===== config.mk =====
export PLATFORM = sky130hd
export DESIGN_NAME = bist_pattern_engine_flat
export DESIGN_NICKNAME = d
export VERILOG_FILES = /design/src/rtl/bist_pattern_engine_if.sv /design/src/rtl/bist_pattern_engine.sv /design/src/flat_wrapper.sv
export SDC_FILE = /design/constraint.sdc
export NUM_CORES = 1
export LEC_CHECK = 0
export ABC_AREA = 1
export ABC_CLOCK_PERIOD_IN_PS = 2150
export BUFFER_PORTS_ARGS = -buffer_cell sky130_fd_sc_hd__buf_2
export CELL_PAD_IN_SITES_DETAIL_PLACEMENT = 1
export CELL_PAD_IN_SITES_GLOBAL_PLACEMENT = 1
export CORE_MARGIN = 10
export CORE_UTILIZATION = 35
export CTS_BUF_LIST = sky130_fd_sc_hd__clkbuf_4 sky130_fd_sc_hd__clkbuf_8 sky130_fd_sc_hd__clkbuf_16
export CTS_CLUSTER_DIAMETER = 120
export DETAILED_ROUTE_END_ITERATION = 12
export PLACE_DENSITY = 0.81
export RECOVER_POWER = 25
export SLEW_MARGIN = 30
export SYNTH_ARGS = -nofsm -noshare
export SYNTH_HDL_FRONTEND = slang
export SYNTH_SLANG_ARGS = --single-unit

===== constraint.sdc =====
create_clock -name CLK -period 2.15 [get_ports CLK]
set_clock_uncertainty 0.1 [all_clocks]
set_input_delay 0.1075 -clock CLK [delete_from_list [all_inputs] [get_ports CLK]]
set_output_delay 0.1075 -clock CLK [all_outputs]
set_load 0.01 [all_outputs]

===== src/rtl/bist_pattern_engine_if.sv =====
// Handshake bundle between the test-access top level (master) and the BIST
// pattern engine (slave).
interface bist_pattern_engine_if #(
  parameter int W = 8
);
  logic         START;
  logic         ABORT;
  logic [W-1:0] DUT_RESP;
  logic [W-1:0] PATTERN;
  logic         OUT;
  logic         RUNNING;
  logic         BIST_END;
  logic         PASS;
  logic [W-1:0] SIGNATURE;

  modport master (
    output START, ABORT, DUT_RESP,
    input  PATTERN, OUT, RUNNING, BIST_END, PASS, SIGNATURE
  );

  modport slave (
    input  START, ABORT, DUT_RESP,
    output PATTERN, OUT, RUNNING, BIST_END, PASS, SIGNATURE
  );
endinterface


===== src/rtl/bist_pattern_engine.sv =====
// BIST sequencer: M_SESSIONS sessions of N_CYCLES cycles, Galois-LFSR patterns
// out, MISR compaction of responses in, golden-signature compare at the end.
module bist_pattern_engine #(
  parameter int           W          = 8,
  parameter int           N_CYCLES   = 9,
  parameter int           M_SESSIONS = 10,
  parameter logic [W-1:0] LFSR_POLY  = 8'h1D,
  parameter logic [W-1:0] LFSR_SEED  = 8'h01,
  parameter logic [W-1:0] MISR_POLY  = 8'h1D,
  parameter logic [W-1:0] GOLDEN_SIG = 8'h00
) (
  input logic                CLK,
  input logic                RESET,
  bist_pattern_engine_if.slave bus
);

  localparam int CW = (N_CYCLES > 1) ? $clog2(N_CYCLES) : 1;
  localparam int SW = (M_SESSIONS > 1) ? $clog2(M_SESSIONS) : 1;
  localparam logic [CW-1:0] CYC_LAST  = CW'(N_CYCLES - 1);
  localparam logic [SW-1:0] SESS_LAST = SW'(M_SESSIONS - 1);

  typedef enum logic [1:0] {
    S_IDLE = 2'd0,
    S_RUN  = 2'd1,
    S_DONE = 2'd2
  } state_t;

  state_t        state_q, state_d;
  logic [CW-1:0] cyc_q, cyc_d;
  logic [SW-1:0] sess_q, sess_d;
  logic [W-1:0]  lfsr_q, lfsr_d;
  logic [W-1:0]  misr_q, misr_d;
  logic          pass_q, pass_d;
  logic          start_q, start_d;
  logic          armed_q, armed_d;
  logic          start_edge_s;
  logic          last_cyc_s;

  function automatic logic [W-1:0] galois_step(input logic [W-1:0] v,
                                                input logic [W-1:0] poly);
    return {v[W-2:0], 1'b0} ^ (v[W-1] ? poly : {W{1'b0}});
  endfunction

  // State, counters, LFSR/MISR and START history registers.
  always_ff @(posedge CLK or posedge RESET) begin
    if (RESET) begin
      state_q <= S_IDLE;
      cyc_q   <= {CW{1'b0}};
      sess_q  <= {SW{1'b0}};
      lfsr_q  <= LFSR_SEED;
      misr_q  <= {W{1'b0}};
      pass_q  <= 1'b0;
      start_q <= 1'b0;
      armed_q <= 1'b0;
    end else begin
      state_q <= state_d;
      cyc_q   <= cyc_d;
      sess_q  <= sess_d;
      lfsr_q  <= lfsr_d;
      misr_q  <= misr_d;
      pass_q  <= pass_d;
      start_q <= start_d;
      armed_q <= armed_d;
    end
  end

  // armed_q blocks a START that was already high when reset released from
  // looking like a fresh 0->1 edge; it sets once START has been seen low.
  assign start_edge_s = bus.START & ~start_q & armed_q;
  assign last_cyc_s   = (cyc_q == CYC_LAST);

  // Next-state and datapath update.
  always_comb begin
    state_d = state_q;
    cyc_d   = cyc_q;
    sess_d  = sess_q;
    lfsr_d  = lfsr_q;
    misr_d  = misr_q;
    pass_d  = pass_q;
    start_d = bus.START;
    armed_d = armed_q | ~bus.START;
    case (state_q)
      S_IDLE, S_DONE: begin
        if ((state_q == S_DONE) && bus.ABORT) begin
          state_d = S_IDLE;
          pass_d  = 1'b0;
        end else if (start_edge_s && !bus.ABORT) begin
          state_d = S_RUN;
          cyc_d   = {CW{1'b0}};
          sess_d  = {SW{1'b0}};
          lfsr_d  = LFSR_SEED;
          misr_d  = {W{1'b0}};
          pass_d  = 1'b0;
        end else begin
          state_d = state_q;
        end
      end
      S_RUN: begin
        if (bus.ABORT) begin
          state_d = S_IDLE;
          pass_d  = 1'b0;
        end else begin
          lfsr_d = galois_step(lfsr_q, LFSR_POLY);
          // The last cycle of a session is a non-capture slot.
          if (!last_cyc_s) begin
            misr_d = galois_step(misr_q, MISR_POLY) ^ bus.DUT_RESP;
            cyc_d  = cyc_q + {{(CW-1){1'b0}}, 1'b1};
          end else begin
            cyc_d = {CW{1'b0}};
            if (sess_q == SESS_LAST) begin
              sess_d  = {SW{1'b0}};
              state_d = S_DONE;
              pass_d  = (misr_q == GOLDEN_SIG);
            end else begin
              sess_d = sess_q + {{(SW-1){1'b0}}, 1'b1};
            end
          end
        end
      end
      default: begin
        state_d = S_IDLE;
        pass_d  = 1'b0;
      end
    endcase
  end

  assign bus.RUNNING   = (state_q == S_RUN);
  assign bus.BIST_END  = (state_q == S_DONE);
  assign bus.OUT       = (state_q == S_RUN) && !last_cyc_s;
  assign bus.PATTERN   = (state_q == S_RUN) ? lfsr_q : {W{1'b0}};
  assign bus.PASS      = pass_q;
  assign bus.SIGNATURE = misr_q;

endmodule


===== src/flat_wrapper.sv =====
// flat-port wrapper written by rule: the top's interface ports become plain ports
module bist_pattern_engine_flat 
#(
  parameter int           W          = 8,
  parameter int           N_CYCLES   = 9,
  parameter int           M_SESSIONS = 10,
  parameter logic [W-1:0] LFSR_POLY  = 8'h1D,
  parameter logic [W-1:0] LFSR_SEED  = 8'h01,
  parameter logic [W-1:0] MISR_POLY  = 8'h1D,
  parameter logic [W-1:0] GOLDEN_SIG = 8'h00
)
  (CLK, RESET, bus_START, bus_ABORT, bus_DUT_RESP, bus_PATTERN, bus_OUT, bus_RUNNING, bus_BIST_END, bus_PASS, bus_SIGNATURE);
  bist_pattern_engine_if #(.W(W)) bus_i ();
  input logic CLK;
  input logic RESET;
  input wire logic [$bits(bus_i.START)-1:0] bus_START;
  input wire logic [$bits(bus_i.ABORT)-1:0] bus_ABORT;
  input wire logic [$bits(bus_i.DUT_RESP)-1:0] bus_DUT_RESP;
  output wire logic [$bits(bus_i.PATTERN)-1:0] bus_PATTERN;
  output wire logic [$bits(bus_i.OUT)-1:0] bus_OUT;
  output wire logic [$bits(bus_i.RUNNING)-1:0] bus_RUNNING;
  output wire logic [$bits(bus_i.BIST_END)-1:0] bus_BIST_END;
  output wire logic [$bits(bus_i.PASS)-1:0] bus_PASS;
  output wire logic [$bits(bus_i.SIGNATURE)-1:0] bus_SIGNATURE;
  assign bus_i.START = bus_START;
  assign bus_i.ABORT = bus_ABORT;
  assign bus_i.DUT_RESP = bus_DUT_RESP;
  assign bus_PATTERN = bus_i.PATTERN;
  assign bus_OUT = bus_i.OUT;
  assign bus_RUNNING = bus_i.RUNNING;
  assign bus_BIST_END = bus_i.BIST_END;
  assign bus_PASS = bus_i.PASS;
  assign bus_SIGNATURE = bus_i.SIGNATURE;
  bist_pattern_engine #(.W(W), .N_CYCLES(N_CYCLES), .M_SESSIONS(M_SESSIONS), .LFSR_POLY(LFSR_POLY), .LFSR_SEED(LFSR_SEED), .MISR_POLY(MISR_POLY), .GOLDEN_SIG(GOLDEN_SIG)) u_core (.CLK(CLK), .RESET(RESET), .bus(bus_i));
endmodule

==> results of run 1 <==
## metrics by stage
| stage | area, µm² | hold WS, ps | power [W] | setup slack, ps |
|---|---|---|---|---|
| 6_report | 2000 | 15.6 | 0.00135 | 476 |
| 2_1_floorplan | 1720 | 38.9 | 0.000840 | 724 |
| 3_3_place_gp | 1900 | 101 | 0.000913 | 581 |
| 5_1_grt | 2000 | 15.0 | 0.00146 | 327 |
| 4_1_cts | 2000 | 11.5 | 0.00137 | 438 |
| 3_5_place_dp | 1900 | 105 | 0.000926 | 520 |
## worst min-delay path, delay by kind of cell
family | cells | cell delay, ps
buf+inv | 1 | 90
simple gates | 2 | 110
compound gates | 1 | 50
## cell usage after synthesis
library cell  number
dfrtp_1           28
o21ai_2            5
nand4_1            3
xor2_1             4
nand3_1           18
inv_2              3
nor2_1            36
ha_1               4
nand2_2            2
buf_6              3
dfstp_2            1
a21oi_1            4
inv_1             30
nand2_1           68
nand2_4            3
o21ai_0           14
nor2_8             1
buf_2              2
o21ai_1            1
xnor2_1            1
buf_4              4
## metal layers
| metal | track usage [%] | vias up | part of all wire [%] |
|---|---|---|---|
| li1 | - | 782 | - |
| met1 | 12.2 | 698 | 46 |
| met4 | 3.98 | 0 | 1.4 |
| met2 | 18.0 | 24 | 48 |
| met5 | 0 | - | 0 |
| met3 | 4.07 | 7 | 5.3 |
## state kept, by name, summed over array words and instances (netlist names)
name / flops
u_core.armed_q: 1
u_core.start_q: 1
u_core.lfsr_q: 8
u_core.bus.PASS: 1
u_core.state_q: 2
u_core.sess_q: 4
u_core.bus.SIGNATURE: 8
u_core.cyc_q: 4
## worst paths after layout
check	start	endpoint	depth (start not counted)
worst min-delay path	bus_DUT_RESP[5]	u_core.bus.SIGNATURE[5]	4
min in group asynchronous	RESET	u_core.bus.SIGNATURE[6]	4
worst max-delay path	u_core.cyc_q[0]	bus_OUT	6
worst min register to register	u_core.bus.PASS	u_core.bus.PASS	2
max in group asynchronous	RESET	u_core.bus.PASS	4
worst max register to register	u_core.state_q[1]	u_core.bus.SIGNATURE[0]	6
## cell type report
class	instances	area, µm²
well taps	67	83.8
inverters	33	124
fillers	621	2760
flip-flops and latches	29	727
clock buffers	5	68.8
clock inverters	3	17.5
repair buffers	34	179
multi-input cells	164	798
## where the power goes
part | internal [W] | switching (W) | leakage [nW]
Combinational | 0.0000957 | 0.000173 | 0.635
Clock | 0.000223 | 0.000216 | 0.0439
Sequential | 0.000592 | 0.0000499 | 0.389
Total | 0.000910 | 0.000438 | 1.07
## cells in the final DEF (no fill, tap or decap), types with 2 or more instances in the layout
cell	n
dlygate4sd3_1	2
nand2_2	2
o21ai_0	14
nand2_1	68
ha_1	4
nand2_4	3
clkbuf_8	5
a21oi_1	4
clkinv_2	2
buf_2	30
nand3_1	18
inv_2	3
dfrtp_1	28
nor2_1	36
nand4_1	3
o21ai_2	5
inv_1	30
xor2_1	4
## cell families after synthesis
family                   count (synthesis)  share of synthesized area, %
AO/OA/AOI/OAI                           24                          8.06
AND/OR/NAND/NOR                        131                          32.8
adder cells (fa/ha/maj)                  4                          2.90
flip-flops                              29                          42.2
buffers and inverters                   42                          11.5
XOR/XNOR                                 5                          2.54
## repair_timing
action	in CTS	in global routing
hold buffers	2	0
hold endpoints to repair	30	0
endpoints found under the setup margin	0	0
setup buffers	0	0
==> impl_metrics.csv, run 1 <==
group,metric,value,unit
yosys,syn_area_per_cell,7.33,µm²
critical_path,cp_max_fo,4,
clocking,clk_pin_slew_worst_paths,70,ps
die,io_pins,32,
sta,hold_violations,0,
route,drt_iter0_drc,23,
global_route,track_usage,10.8,%
yosys,synth_top_area_cell,"dfrtp_1",
critical_path,start_kind,"flip-flop",
critical_path,critical_path_buf_inv_count,3,
critical_path,critPathRequiredTime,1940,ps
route,via_per_inst,4.51,
sta,worstMarginPinSlew,750,ps
clocking,cts-htree-levels,2,
cells_and_area,finalNonFillerCells,335,
critical_path,r2r_slack,520,ps
power_and_ir_drop,vdd_ir_drop_max,265,µV
clocking,clock-sinks,29,
die,start_util,36.2,%
yosys,synth_seq_cells,29,
route,via_count,1511,
sta,period_minus_slack,1670,ps
critical_path,endpoint_kind,"primary output",
clocking,cts_max_path_buffers,2,
route,routed_wl,4170,µm
global_route,grt_max_degree,30,
sta,drv_slew,0,
cells_and_area,drive_gt1_share,20.1,%
placed_design,place_congestion,0.747,
yosys,ys_seq_area_share,42.2,%
yosys,synthDistinctLibCells,21,
yosys,synth_top_area_share,40.7,%
clocking,clk_latency,290,ps
yosys,synth_area_leaders,"dfrtp_1, nand2_1, nor2_1",
sta,setup_viol,0,
power_and_ir_drop,leakagePower,1.07,nW
run_status,status,"finished clean",
clocking,cts_buffers,5,
sta,fin_crit_sh,77.9,%
critical_path,critPathSlowestCell,"dfrtp_1",
worst_hold_path,hold_class,"primary input to flip-flop",
route,drt_first_pass_iters,4,
placed_design,port_buffers,31,
power_and_ir_drop,powerDensity,675,mW/mm²
clocking,root_buffer,"clkbuf_8",
placed_design,dp.cells,325,
cells_and_area,antenna_cells,0,
flow_run,maxCapViolCount,0,
sta,slew_headroom,50.0,%
die,die_y,90.2,µm
critical_path,slowest_delay,400,ps
critical_path,worstSetupPathType,"flip-flop to primary output",
die,die_area,0.00813,mm²
yosys,postSynthNetCount,251,
route,remaining_drc_errors,0,
die,fp-row-count,25,
critical_path,arrival,1470,ps
sta,tns,0,ps
global_route,grt_pass1_wl,7400,µm
critical_path,path_common_cell,"inv_1",
route,wire_per_inst,12.4,µm
cells_and_area,nets,283,
sta,rsz0062_at_grt,"false",
route,ant_nets,0,
yosys,yosysWarnings,0,
die,core-area,0.00475,mm²
cells_and_area,utilization,42.0,%
global_route,grt_antenna_before_repair,0,
global_route,grt_pass1_vias,1605,
die,die_x,90.2,µm
global_route,grt-ovfl-total,0,
yosys,syn-instance-count,235,
clocking,cts_resized,0,
cells_and_area,syn2layout_area_growth,16.0,%
critical_path,crit_chain,"inv_1 > ha_1 > nand3_1 > nand2_1 > inv_1 > buf_2",
sta,clock.fmax,0.597,GHz
yosys,syn_area,0.00172,mm²
clocking,cts_tree,"built",
critical_path,cpLargestDelayFamily,"flip-flops",
placed_design,dp_hpwl,3200,µm
Power figures use the tool's default switching activity.
==> inputs of run 2 (changes only) <==
--- a/config.mk
+++ b/config.mk
@@ -6,7 +6,7 @@
 export NUM_CORES = 1
 export LEC_CHECK = 0
 export ABC_AREA = 1
-export ABC_CLOCK_PERIOD_IN_PS = 2150
+export ABC_CLOCK_PERIOD_IN_PS = 1600
 export BUFFER_PORTS_ARGS = -buffer_cell sky130_fd_sc_hd__buf_2
 export CELL_PAD_IN_SITES_DETAIL_PLACEMENT = 1
 export CELL_PAD_IN_SITES_GLOBAL_PLACEMENT = 1
==> constraint.sdc (replaced) <==
create_clock -name CLK -period 1.6 [get_ports CLK]
set_clock_uncertainty 0.1 [all_clocks]
set_input_delay 0.08 -clock CLK [delete_from_list [all_inputs] [get_ports CLK]]
set_output_delay 0.08 -clock CLK [all_outputs]
set_load 0.01 [all_outputs]
==> run 2 against run 1 <==
Register-to-register slack got worse by 380 ps. Critical path depth fell by 1. Cell area rose by 9.1%. Critical endpoint is now bus_PATTERN[4]. Worst hold slack got worse by 15 ps. Combinational power rose by 64%. Sequential share of layout area shrank 3.0 points. Non-clock buffer count increased by 13. Clock-buffer cell count rose by 2.
==> impl_metrics.csv, run 2 (same netlist as run 1, synthesis figures left out) <==
group,metric,value,unit
die,start_util,36.2,%
sta,drv_slew,0,
route,drt_iter0_drc,45,
sta,fin_crit_sh,96.4,%
die,fp-row-count,25,
route,via_count,1610,
flow_run,maxCapViolCount,0,
placed_design,place_congestion,0.765,
global_route,grt_pass1_vias,1796,
global_route,grt-ovfl-total,0,
sta,clock.fmax,0.649,GHz
route,via_per_inst,4.63,
placed_design,port_buffers,31,
clocking,clock-sinks,29,
route,remaining_drc_errors,0,
sta,worst_hold_slack,1.11,ps
die,die_x,90.2,µm
worst_hold_path,hp-start,"bus_DUT_RESP[7]",
cells_and_area,area.sequential,728,µm²
worst_hold_path,worstHoldPathCells,4,
cells_and_area,nets,296,
die,core-area,0.00475,mm²
global_route,grt_max_degree,18,
global_route,grt_antenna_before_repair,0,
placed_design,dp_slack,76.2,ps
run_status,status,"finished clean",
sta,rsz0062_at_grt,"true",
global_route,track_usage,11.6,%
route,wire_per_inst,12.9,µm
cells_and_area,n_fill_cell,632,
critical_path,endpoint,"bus_PATTERN[4]",
cells_and_area,final_common_cell,"nand2_1",
critical_path,cp_max_fo,14,
clocking,root_buffer,"clkbuf_8",
critical_path,crit_chain,"inv_2 > nand2_2 > buf_4 > nor2_1 > buf_2",
sta,setup_ws,58.4,ps
critical_path,r2r_slack,140,ps
cells_and_area,syn2layout_area_growth,26.5,%
critical_path,cpLargestDelayFamily,"flip-flops",
critical_path,reg2reg_to,"u_core.bus.SIGNATURE[1]",
sta,worstMarginPinSlew,478,ps
sta,setup_viol,0,
critical_path,reg2reg_depth,6,
critical_path,critPathSlowestCell,"dfrtp_2",
global_route,grt_pass1_wl,7960,µm
die,die_area,0.00813,mm²
power_and_ir_drop,leakagePower,1.15,nW
power_and_ir_drop,vdd_ir_drop_max,569,µV
critical_path,startpoint,"u_core.state_q[1]",
clocking,cts-htree-levels,2,
power_and_ir_drop,powerDensity,965,mW/mm²
die,io_pins,32,
clocking,clk_latency,280,ps
critical_path,arrival,1360,ps
sta,period_minus_slack,1540,ps
route,ant_nets,0,
critical_path,critPathRequiredTime,1420,ps
cells_and_area,drive_gt1_share,24.9,%
clocking,clk_pin_slew_worst_paths,70,ps
worst_hold_path,hold_class,"primary input to flip-flop",
die,die_y,90.2,µm
critical_path,endpoint_kind,"primary output",
critical_path,start_kind,"flip-flop",
sta,hold_violations,0,
route,routed_wl,4500,µm
cells_and_area,antenna_cells,0,
clocking,cts_tree,"built",
route,drt_first_pass_iters,4,
clocking,cts_buffers,5,
clocking,cts_max_path_buffers,2,
critical_path,slowest_delay,460,ps
critical_path,rr_startpoint,"u_core.state_q[0]",
sta,slew_headroom,68.2,%
placed_design,dp_hpwl,3380,µm
critical_path,worst-path-stages,5,
critical_path,worstSetupPathType,"flip-flop to primary output",
cells_and_area,layout_common_cells,"nand2_1, nor2_1, buf_2",
cells_and_area,multi_input_area,831,µm²
critical_path,critical_path_buf_inv_count,3,
-- run 2: changes by cell type in the layout (fill, tap and decap cells not counted), sizes merged --
cell	previous run	this run
buf	30	39
bufinv	0	1
clkbuf	7	10
clkinv	2	0
clkinvlp	1	0
dlygate4sd3	2	5
-- run 2: stage by stage --
stage	util (%)	cells	power, W	instance area (µm²)	setup TNS (ps)
after floorplan	-	235	0.00113	1720	0
after global placement	41.1	331	0.00125	1950	0
after detailed placement	41.1	331	0.00127	1950	0
after CTS	45.1	346	0.00211	2150	0
after global routing	45.8	348	0.00225	2180	-197
final	45.8	348	0.00210	2180	0
-- run 2: repair_timing --
| item | in CTS | in global routing |
|---|---|---|
| endpoints found under the hold margin | 33 | 0 |
| gates resized for setup | 2 | 7 |
| setup buffers | 2 | 2 |
| setup endpoints to repair | 1 | 16 |
| pin swaps | 0 | 1 |
| hold buffers | 5 | 0 |
-- run 2: layer usage --
layer | vias to the layer above | part of all wire, % | GRT usage, %
li1 | 807 | - | -
met1 | 773 | 45 | 12.6
met2 | 25 | 50 | 20.6
met3 | 5 | 3.7 | 2.83
met4 | 0 | 1.4 | 5.17
met5 | - | 0 | 0
-- run 2: worst register-to-register path, stage by stage, from the launching register on --
cell and delay (ps):
dfrtp_1 420, inv_2 120, nand3_1 190, nand2_4 210
nand2_4 150, nand2_1 120, o21ai_2 50
-- run 2: worst min path at each step --
stage	endpoint	slack [ps]
after floorplan	u_core.start_q	10
after global placement	u_core.lfsr_q[4]	-70
after detailed placement	u_core.lfsr_q[4]	-70
after CTS	u_core.bus.SIGNATURE[7]	0.09
after global routing	u_core.bus.SIGNATURE[7]	8
final	u_core.bus.SIGNATURE[7]	1
-- run 2: final cells by class --
cell class,instances,area share (%)
Inverter,33,5.68
Timing Repair Buffer,47,13.4
Sequential cell,29,33.4
Tap cell,67,3.85
Clock inverter,1,1.38
Clock buffer,7,4.13
Multi-Input combinational cell,164,38.1
-- run 2: report_power, final --
group | internal, W | switching [W] | total, W
Combinational | 0.000180 | 0.000262 | 0.000442
Clock | 0.000524 | 0.000279 | 0.000803
Sequential | 0.000795 | 0.0000622 | 0.000858
==> inputs of run 3 (changes only) <==
--- a/config.mk
+++ b/config.mk
@@ -6,13 +6,12 @@
 export NUM_CORES = 1
 export LEC_CHECK = 0
 export ABC_AREA = 1
-export ABC_CLOCK_PERIOD_IN_PS = 1600
 export BUFFER_PORTS_ARGS = -buffer_cell sky130_fd_sc_hd__buf_2
 export CELL_PAD_IN_SITES_DETAIL_PLACEMENT = 1
 export CELL_PAD_IN_SITES_GLOBAL_PLACEMENT = 1
 export CORE_MARGIN = 10
 export CORE_UTILIZATION = 35
-export CTS_BUF_LIST = sky130_fd_sc_hd__clkbuf_4 sky130_fd_sc_hd__clkbuf_8 sky130_fd_sc_hd__clkbuf_16
+export CTS_BUF_LIST = sky130_fd_sc_hd__clkbuf_8
 export CTS_CLUSTER_DIAMETER = 120
 export DETAILED_ROUTE_END_ITERATION = 12
 export PLACE_DENSITY = 0.81
@@ -21,3 +20,4 @@
 export SYNTH_ARGS = -nofsm -noshare
 export SYNTH_HDL_FRONTEND = slang
 export SYNTH_SLANG_ARGS = --single-unit
+export TNS_END_PERCENT = 100
==> run 3 against run 2 <==
The flow now finishes with violations (hold timing). Cell area up 0.29%. Clock power down 2.6%. Cell count unchanged. Register-to-register slack about the same. Power down 0.82%. Combinational power up 0.9%. Clock-buffer cell count down 1. Worst setup slack better by 18 ps. Highest routed layer unchanged. Sequential share of layout area down 0.096 points.
==> impl_metrics.csv, run 3 (same netlist as run 1, synthesis figures left out) <==
group,metric,value,unit
route,drt_first_pass_iters,4,
die,die_y,90.2,µm
power_and_ir_drop,leakagePower,1.15,nW
route,via_count,1606,
cells_and_area,layout_common_cells,"nand2_1, nor2_1, buf_2",
placed_design,port_buffers,31,
sta,setup_viol,0,
die,die_area,0.00813,mm²
critical_path,start_kind,"flip-flop",
sta,worst_hold_slack,-0.609,ps
global_route,grt_pass1_wl,8020,µm
flow_run,maxCapViolCount,0,
sta,hold_violations,1,
run_status,violations,"hold timing",
clocking,cts_max_path_buffers,2,
clocking,cts_tree,"built",
global_route,grt_max_degree,18,
power_and_ir_drop,power,0.00209,W
sta,worstMarginPinSlew,472,ps
route,via_per_inst,4.61,
power_and_ir_drop,powerDensity,954,mW/mm²
global_route,grt_antenna_before_repair,0,
sta,drv_slew,0,
placed_design,place_congestion,0.765,
global_route,grt_pass1_vias,1773,
cells_and_area,syn2layout_area_growth,26.9,%
die,io_pins,32,
power_and_ir_drop,vdd_ir_drop_max,498,µV
critical_path,endpoint_kind,"primary output",
sta,clock.fmax,0.656,GHz
cells_and_area,final_common_cell,"nand2_1",
critical_path,critPathRequiredTime,1420,ps
route,routed_wl,4600,µm
sta,period_minus_slack,1520,ps
global_route,grt-ovfl-total,0,
route,remaining_drc_errors,0,
placed_design,dp_hpwl,3380,µm
critical_path,cp_max_fo,4,
clocking,cts-htree-levels,2,
clocking,cts_buffers,5,
global_route,track_usage,11.7,%
route,wire_per_inst,13.2,µm
cells_and_area,nets,296,
die,fp-row-count,25,
critical_path,arrival,1340,ps
critical_path,worstSetupPathType,"flip-flop to primary output",
run_status,status,"finished, violations left",
clocking,clk_latency,280,ps
worst_hold_path,hold_class,"primary input to flip-flop",
die,die_x,90.2,µm
placed_design,detailed_place.area,0.00195,mm²
cells_and_area,drive_gt1_share,25.6,%
die,core-area,0.00475,mm²
clocking,root_buffer,"clkbuf_8",
sta,fin_crit_sh,95.2,%
die,start_util,36.2,%
sta,slew_headroom,68.5,%
route,drt_iter0_drc,62,
cells_and_area,fin_area,0.00219,mm²
cells_and_area,antenna_cells,0,
route,ant_nets,0,
clocking,clock-sinks,29,
clocking,clk_pin_slew_worst_paths,70,ps
## run 3: worst max-delay path: stages, from the launching register on
cell	delay (ps)
dfrtp_1	370
inv_1	110
ha_4	150
nand3_4	90
nand2_2	120
inv_1	80
buf_2	140
## run 3: path summary, 6_finish.rpt
kind | start | end | slack [ps] | cells after the start
max | u_core.cyc_q[1] | bus_OUT | 80 | 6
min | bus_DUT_RESP[7] | u_core.bus.SIGNATURE[7] | -0.6 | 4
max reg2reg | u_core.state_q[0] | u_core.bus.SIGNATURE[1] | 140 | 6
min reg2reg | u_core.armed_q | u_core.armed_q | 380 | 2
max in group asynchronous | RESET | u_core.lfsr_q[0] | 500 | 4
min in group asynchronous | RESET | u_core.lfsr_q[4] | 180 | 3
## run 3: report_power, final
part	internal, W	switching, W	leakage [nW]
Clock	0.000501	0.000281	0.0626
Sequential	0.000795	0.0000622	0.387
Combinational	0.000182	0.000264	0.704
## run 3: per-stage QoR
step                util, %  cells  TNS, ps  setup WS [ps]
floorplan                 -    235        0            174
global placement       41.1    331        0            144
detailed placement     41.1    331        0           76.2
CTS                    45.1    346        0           5.95
global route           46.0    348    -9.53          -9.53
finish                 46.0    348        0           76.3
## run 3: metal layers
metal  track usage [%]  vias up  part of all wire (%)
met1              12.9      770                    44
li1                  -      806                     -
met5                 0        -                     0
met3              3.08        5                   3.5
met4              5.17        0                   1.5
met2              20.7       25                    51
## run 3: what timing repair did
item                                   in CTS  in global routing
setup endpoints to repair                   1                 17
endpoints found under the hold margin      33                  0
pin swaps                                   0                  1
buffers inserted                            2                  2
hold buffers                                5                  0
gates resized for setup                     2                 10
## run 3: cell type report
type	count	area, µm²
Clock inverter	2	33.8
Clock buffer	6	82.6
Inverter	33	124
Multi-Input combinational cell	164	836
Tap cell	67	83.8
Fill cell	631	2570
Timing Repair Buffer	47	298
Sequential cell	29	728
